--- config.mk ---
export PLATFORM = sky130hd
export DESIGN_NAME = epm3032_ym2149x2
export DESIGN_NICKNAME = d
export VERILOG_FILES = /design/src/rtl/epm3032_ym2149x2_pkg.sv /design/src/rtl/epm3032_ym2149x2_ym_clk_gen.sv /design/src/rtl/epm3032_ym2149x2.sv
export SDC_FILE = /design/constraint.sdc
export NUM_CORES = 1
export LEC_CHECK = 0
export ABC_AREA = 1
export CAP_MARGIN = 20
export CORE_MARGIN = 5
export CORE_UTILIZATION = 50
export DETAILED_ROUTE_END_ITERATION = 8
export GPL_TIMING_DRIVEN = 0
export PLACE_DENSITY = 0.86
export SYNTH_ARGS = -nofsm -noshare
export SYNTH_HDL_FRONTEND = slang
export SYNTH_HIERARCHICAL = 1
export SYNTH_SLANG_ARGS = --single-unit
--- constraint.sdc ---
create_clock -name cpu_clock -period 2.25 [get_ports cpu_clock]
set_input_delay 0.5625 -clock cpu_clock [delete_from_list [all_inputs] [get_ports cpu_clock]]
set_output_delay 0.5625 -clock cpu_clock [all_outputs]
set_load 0.01 [all_outputs]
--- src/rtl/epm3032_ym2149x2_pkg.sv ---
// Shared constants for the dual-YM2149 (TurboSound) glue CPLD.
// Port decode works on the five address lines the CPLD sees, packed as
// {a15, a14, a2, a1, a0}. A port matches when (addr & MASK) == MATCH.
package epm3032_ym2149x2_pkg;

    // Frames longer than this (in cpu_clock cycles) mean a 7 MHz CPU.
    localparam int TURBO_THRESHOLD_DEF = 105000;
    localparam int CNT_W_DEF           = 18;

    // Either PSG port: a15=1, a1=0 (#FFFD and #BFFD).
    localparam logic [4:0] AY_MASK    = 5'b10010;
    localparam logic [4:0] AY_MATCH   = 5'b10000;
    // Register-select / read port #FFFD: a15=1, a14=1, a1=0.
    localparam logic [4:0] FFFD_MASK  = 5'b11010;
    localparam logic [4:0] FFFD_MATCH = 5'b11000;
    // Data write port #BFFD: a15=1, a14=0, a1=0.
    localparam logic [4:0] BFFD_MASK  = 5'b11010;
    localparam logic [4:0] BFFD_MATCH = 5'b10000;
    // ULA port #FE: a0=0.
    localparam logic [4:0] FE_MASK    = 5'b00001;
    localparam logic [4:0] FE_MATCH   = 5'b00000;
    // Covox port #FB: a2=0, a1=1, a0=1.
    localparam logic [4:0] FB_MASK    = 5'b00111;
    localparam logic [4:0] FB_MATCH   = 5'b00011;

    // High data nibble that marks a chip-select write to #FFFD.
    localparam logic [3:0] CHIP_SEL_NIBBLE = 4'hF;

    function automatic logic port_hit(input logic [4:0] addr,
                                      input logic [4:0] mask,
                                      input logic [4:0] match);
        return ((addr & mask) == match);
    endfunction

endpackage

--- src/rtl/epm3032_ym2149x2_ym_clk_gen.sv ---
// PSG clock generator with automatic turbo compensation.
// Counts cpu_clock cycles per INT frame; a frame longer than TURBO_THRESHOLD
// marks a 7 MHz CPU and switches the divider from /2 to /4 so the PSG clock
// stays near 1.75 MHz.
// Ports:
//   clk      in   CPU clock, rising edge
//   rst_n    in   asynchronous active-low reset
//   int_n    in   frame interrupt, active-low, asynchronous to nothing in particular
//   ym_clock out  PSG clock (registered)
module epm3032_ym2149x2_ym_clk_gen #(
    parameter int TURBO_THRESHOLD = 105000,
    parameter int CNT_W           = 18
) (
    input  logic clk,
    input  logic rst_n,
    input  logic int_n,
    output logic ym_clock
);

    localparam logic [CNT_W-1:0] CNT_MAX = {CNT_W{1'b1}};
    localparam logic [CNT_W-1:0] THR_C   = CNT_W'(TURBO_THRESHOLD);
    localparam logic [CNT_W-1:0] CNT_ONE = {{(CNT_W-1){1'b0}}, 1'b1};

    logic             int_meta_r;
    logic             int_sync_r;
    logic             int_prev_r;
    logic             int_fall_s;
    logic [CNT_W-1:0] count_r;
    logic             turbo_r;
    logic             div_r;
    logic             mode_r;
    logic             ym_clk_r;
    logic             div_term_s;

    // Two-flop synchroniser for INT plus one delayed copy for edge detection.
    always_ff @(posedge clk or negedge rst_n) begin
        if (!rst_n) begin
            int_meta_r <= 1'b1;
            int_sync_r <= 1'b1;
            int_prev_r <= 1'b1;
        end else begin
            int_meta_r <= int_n;
            int_sync_r <= int_meta_r;
            int_prev_r <= int_sync_r;
        end
    end

    // Falling-edge detect and divider terminal count.
    always_comb begin
        int_fall_s = int_prev_r & ~int_sync_r;
        if (mode_r) begin
            div_term_s = div_r;
        end else begin
            div_term_s = 1'b1;
        end
    end

    // Frame-length counter; the INT edge takes priority over saturation.
    always_ff @(posedge clk or negedge rst_n) begin
        if (!rst_n) begin
            count_r <= {CNT_W{1'b0}};
            turbo_r <= 1'b0;
        end else if (int_fall_s) begin
            count_r <= {CNT_W{1'b0}};
            turbo_r <= (count_r > THR_C);
        end else if (count_r != CNT_MAX) begin
            count_r <= count_r + CNT_ONE;
        end
    end

    // Divider: the mode is only sampled when the output toggles, so every
    // half-period is at least one full cpu_clock long.
    always_ff @(posedge clk or negedge rst_n) begin
        if (!rst_n) begin
            div_r    <= 1'b0;
            mode_r   <= 1'b0;
            ym_clk_r <= 1'b0;
        end else if (div_term_s) begin
            div_r    <= 1'b0;
            mode_r   <= turbo_r;
            ym_clk_r <= ~ym_clk_r;
        end else begin
            div_r    <= 1'b1;
        end
    end

    assign ym_clock = ym_clk_r;

endmodule

--- src/rtl/epm3032_ym2149x2.sv ---
// Glue logic for a dual-YM2149 (TurboSound) card on the ZX Spectrum bus.
// Decodes Z80 I/O cycles into BC1/BDIR, keeps the active-chip select,
// latches beeper/tape bits from port #FE, strobes an external Covox latch
// on #FB writes and drives IORQGE while the card answers a #FFFD read.
// Ports:
//   cpu_clock            in   Z80 clock, rising edge
//   reset                in   asynchronous active-low reset
//   a0,a1,a2,a14,a15     in   Z80 address bits
//   m1,iorq,rd,wr        in   Z80 control, active-low
//   dos                  in   low while TR-DOS ROM is paged (card disabled)
//   int_n                in   frame interrupt, active-low (the Z80 /INT pin;
//                             "int" itself is a reserved word)
//   d_0,d_4..d_7         in   Z80 data bits
//   bc1,bdir             out  PSG bus control, shared by both chips
//   ym_0,ym_1            out  chip selects, active-low, exactly one low
//   ym_clock             out  PSG clock
//   beeper,tapeout       out  latched #FE bits 4 and 5
//   covox                out  active-low Covox write strobe
//   ioge_c               out  IORQGE, high while the card drives a read
// bc1/bdir/covox/ioge_c are combinational so they follow the bus cycle and
// keep working while reset is held.
module epm3032_ym2149x2
    import epm3032_ym2149x2_pkg::*;
#(
    parameter int TURBO_THRESHOLD = TURBO_THRESHOLD_DEF,
    parameter int CNT_W           = CNT_W_DEF
) (
    input  logic cpu_clock,
    input  logic reset,
    input  logic a0,
    input  logic a1,
    input  logic a2,
    input  logic a14,
    input  logic a15,
    input  logic m1,
    input  logic iorq,
    input  logic rd,
    input  logic wr,
    input  logic dos,
    input  logic int_n,
    input  logic d_0,
    input  logic d_4,
    input  logic d_5,
    input  logic d_6,
    input  logic d_7,
    output logic bc1,
    output logic bdir,
    output logic ym_0,
    output logic ym_1,
    output logic ym_clock,
    output logic beeper,
    output logic tapeout,
    output logic covox,
    output logic ioge_c
);

    logic [4:0] addr_s;
    logic       io_s;
    logic       ay_hit_s;
    logic       fffd_hit_s;
    logic       sel_wr_s;
    logic       fe_wr_s;
    logic       ym_sel_r;     // 0 = chip0 active, 1 = chip1 active
    logic       beeper_r;
    logic       tapeout_r;

    // I/O cycle decode; M1 low (interrupt acknowledge) and TR-DOS are excluded.
    always_comb begin
        addr_s     = {a15, a14, a2, a1, a0};
        io_s       = ~iorq & m1 & dos;
        ay_hit_s   = io_s & port_hit(addr_s, AY_MASK, AY_MATCH);
        fffd_hit_s = io_s & port_hit(addr_s, FFFD_MASK, FFFD_MATCH);
        bdir       = ay_hit_s & ~wr;
        bc1        = fffd_hit_s & (~wr | ~rd);
        ioge_c     = fffd_hit_s & ~rd;
        covox      = ~(io_s & ~wr & port_hit(addr_s, FB_MASK, FB_MATCH));
        // Register numbers >15 are ignored by the PSGs, so #Fx doubles as
        // the chip-select command without disturbing either chip.
        sel_wr_s   = fffd_hit_s & ~wr & ({d_7, d_6, d_5, d_4} == CHIP_SEL_NIBBLE);
        fe_wr_s    = io_s & ~wr & port_hit(addr_s, FE_MASK, FE_MATCH);
    end

    // Chip-select and #FE latches.
    always_ff @(posedge cpu_clock or negedge reset) begin
        if (!reset) begin
            ym_sel_r  <= 1'b0;
            beeper_r  <= 1'b0;
            tapeout_r <= 1'b0;
        end else begin
            if (sel_wr_s) begin
                ym_sel_r <= ~d_0;
            end
            if (fe_wr_s) begin
                beeper_r  <= d_4;
                tapeout_r <= d_5;
            end
        end
    end

    assign ym_0    = ym_sel_r;
    assign ym_1    = ~ym_sel_r;
    assign beeper  = beeper_r;
    assign tapeout = tapeout_r;

    epm3032_ym2149x2_ym_clk_gen #(
        .TURBO_THRESHOLD (TURBO_THRESHOLD),
        .CNT_W           (CNT_W)
    ) u_ym_clk_gen (
        .clk      (cpu_clock),
        .rst_n    (reset),
        .int_n    (int_n),
        .ym_clock (ym_clock)
    );

endmodule

==> flow_summary.yaml <==
cells_and_area:
  fill_cells: 269
  multi_input_area_um2: 802
  final_cells: 304
  seq_area_um2: 704
  area_delta_synth_final_pct: 25.5
  stdcell_area_mm2: 0.00203
  largest_reg_flops: 18
  fin_nets: 281
  regMostFlops: "u_ym_clk_gen/count_r"
  layout-drive-gt1-share: 0.104
  antenna_cells: 0
routing:
  drtPass1Iterations: 4
  antenna_left: 0
  wl_per_cell_um: 12.1
  routed_via_density: 5.10
  vias: 1549
  drc_errors: 0
  drtIter0Drc: 145
  wl_mm: 3.67
floorplanning:
  die_w_um: 66.9
  initial_core_util: 0.525
  io_pins: 27
  core_area_mm2: 0.00308
  placementRows: 20
  die_h_um: 66.9
  die-area_mm2: 0.00447
yosys:
  ys_async_sr_fraction: 1.00
  syn_area_mm2: 0.00162
  yosysMostFrequentCell: "nand2_1"
  yosys_most_used_dff: "dfrtp_1"
  netlist_top_cells_count: "nand2_1, nor2_1, inv_1, nand3_1, dfrtp_1"
  yosysWarnings: 6
  synthTopCellsByArea: "dfrtp_1, nand2_1, nand3_1"
  synth_area_leader_cell: "dfrtp_1"
  ys_types: 20
  ys_ff_latch: 28
  synth_top_area_frac: 0.387
  syn_inst: 227
  syn_nets: 247
  avgSynthCellArea_um2: 7.12
  seq_area_frac_synth: 0.436
  synth_edf_count: 0
clocking:
  clockRootBuffer: "clkbuf_4"
  clk_pin_slew_worst_paths_ns: 0.14
  clk_latency_ns: 0.33
  clock-sinks: 28
  clockBufferDepth: 2
  cts_buffers: 3
  ctsHoldBuffers: 0
  h-tree-depth: 1
  cts_tree: "yes"
power:
  p_int_mw: 0.803
  power_density_mw_per_mm2: 529
  sw_frac_of_total: 0.251
  ir_drop_mv: 0.245
  combinationalPowerShare: 0.156
  pwr-share-clk: 0.304
  switching_power_mw: 0.269
  seqPwrFrac: 0.540
  leakage_nw: 0.983
setup_path:
  slowest_stage: "clkdlybuf4s50_1"
  arrival_ns: 1.65
  crit_path_cell_trace: "clkdlybuf4s50_1 -> nor3_4 -> nand2_1 -> dlygate4sd2_1"
  r2r_slack_ns: 0.55
  max_stage_delay_ns: 0.50
  worstPathRequired_ns: 1.69
  cp-endpoint: "covox"
  path_depth: 4
  path_max_fanout: 3
  startpoint: "wr"
  reg2reg_to: "u_ym_clk_gen/count_r[15]$_DFFE_PN0P_"
  timing.rr.start: "u_ym_clk_gen/int_prev_r$_DFF_PN1_"
  crit_type: "in2out"
  cp-start-kind: "input pin"
  crit_family: "buffers and inverters"
  critPathBufInv: 2
  r2r_cells: 6
  end_kind: "output pin"
min_path:
  whs_path_depth: 0
  hp-class: "reg2reg"
sta:
  tightest_slew_ns: 0.550
  clock.fmax_mhz: 452
  skew_ns: 0.00305
  setup_tns_ns: 0
  fin_crit_sh: 0.983
  slew_viol_final: 0
  timing.slew.headroom: 0.632
  final_hold_viol_count: 0
  fin_crit_ns: 2.21
  whs_ns: 0.369
  setup_viol: 0
place:
  gp_congestion: 0.961
  io_buffers: 26
  placedInstanceArea_mm2: 0.00196
  dp.cells: 298
  dp_hpwl_mm: 2.85
global_routing:
  grt_pass1_vias: 1459
  overflow: 0
  grt_max_degree: 20
  grt_usage: 0.180
  antenna_found_initial: 0
  grt_pass1_wl_mm: 6.18
job:
  cap_violations: 0
status:
  outcome: "finished, final reports clean"
==> layout by cell type, fill, tap and decap left out, types with 2 or more instances in the layout <==
| cell | synthesis | routed |
|---|---|---|
| nor2_2 | 0 | 2 |
| nand2_1 | 74 | 73 |
| buf_6 | 2 | 2 |
| a21oi_1 | 5 | 4 |
| o21ai_0 | 11 | 11 |
| nor2_1 | 32 | 30 |
| nor2_4 | 2 | 2 |
| ha_1 | 2 | 2 |
| clkdlybuf4s50_1 | 0 | 22 |
| dfrtp_1 | 25 | 25 |
| o21bai_1 | 3 | 3 |
| buf_4 | 0 | 2 |
| buf_2 | 0 | 2 |
| nor3_1 | 3 | 3 |
| dfstp_2 | 3 | 3 |
| nand4_1 | 3 | 3 |
| nand3_1 | 27 | 27 |
| inv_1 | 28 | 28 |
| nand2_2 | 2 | 3 |
| clkbuf_4 | 0 | 3 |
==> layout make-up <==
type	count	share of cell area
timing repair buffer	29	0.141
multi-input combinational	169	0.395
inverter	28	0.0518
tap	44	0.0271
buffer	2	0.0111
clock inverter	1	0.0148
sequential	28	0.347
clock buffer	3	0.0111
==> power groups by stage <==
stage	sequential, mW	clock [mW]	combinational (mW)
after floorplan	0.583	0	0.0810
after global placement	0.585	0	0.155
after detailed placement	0.588	0	0.165
after CTS	0.578	0.336	0.167
after global routing	0.586	0.355	0.189
final	0.579	0.326	0.168
==> layer usage <==
metal / track usage / routed length, um
met4: 0.0937 / 88
met2: 0.301 / 1860
met3: 0.0118 / 174
met1: 0.232 / 1550
met5: 0 / 0
==> kinds of logic (layout without fill, tap and decap cells) <==
group | after synthesis | count (layout) | synth area share
and+or+nand+nor | 147 | 147 | 0.401
buffers and inverters | 30 | 63 | 0.0789
DFF | 28 | 28 | 0.436
AOI/OAI and AO/OA | 19 | 19 | 0.0635
adders and majority gates | 2 | 2 | 0.0155
xor gates and xnor gates | 1 | 1 | 0.00542
==> per-stage QoR <==
stage          total power [mW]  worst slack (ns)   util
6_report                   1.07            0.0384  0.659
5_1_grt                    1.13           -0.0104  0.659
4_1_cts                    1.08           0.00234  0.657
2_1_floorplan             0.664             0.593      -
3_3_place_gp              0.740            -0.341  0.628
3_5_place_dp              0.753            -0.345  0.637
==> timing repair <==
item	in CTS	in global routing
buffers inserted	1	1
pin swaps	1	3
gates resized for setup	10	8
setup endpoints to repair	4	4
==> worst min-delay path by stage <==
stage | start | to
floorplan | reset | beeper$_DFFE_PN0P_
global placement | u_ym_clk_gen/int_meta_r$_DFF_PN1_ | u_ym_clk_gen/int_sync_r$_DFF_PN1_
detailed placement | u_ym_clk_gen/int_meta_r$_DFF_PN1_ | u_ym_clk_gen/int_sync_r$_DFF_PN1_
CTS | u_ym_clk_gen/int_meta_r$_DFF_PN1_ | u_ym_clk_gen/int_sync_r$_DFF_PN1_
global route | u_ym_clk_gen/int_meta_r$_DFF_PN1_ | u_ym_clk_gen/int_sync_r$_DFF_PN1_
finish | u_ym_clk_gen/int_meta_r$_DFF_PN1_ | u_ym_clk_gen/int_sync_r$_DFF_PN1_
(Power assumes the default switching activity.)
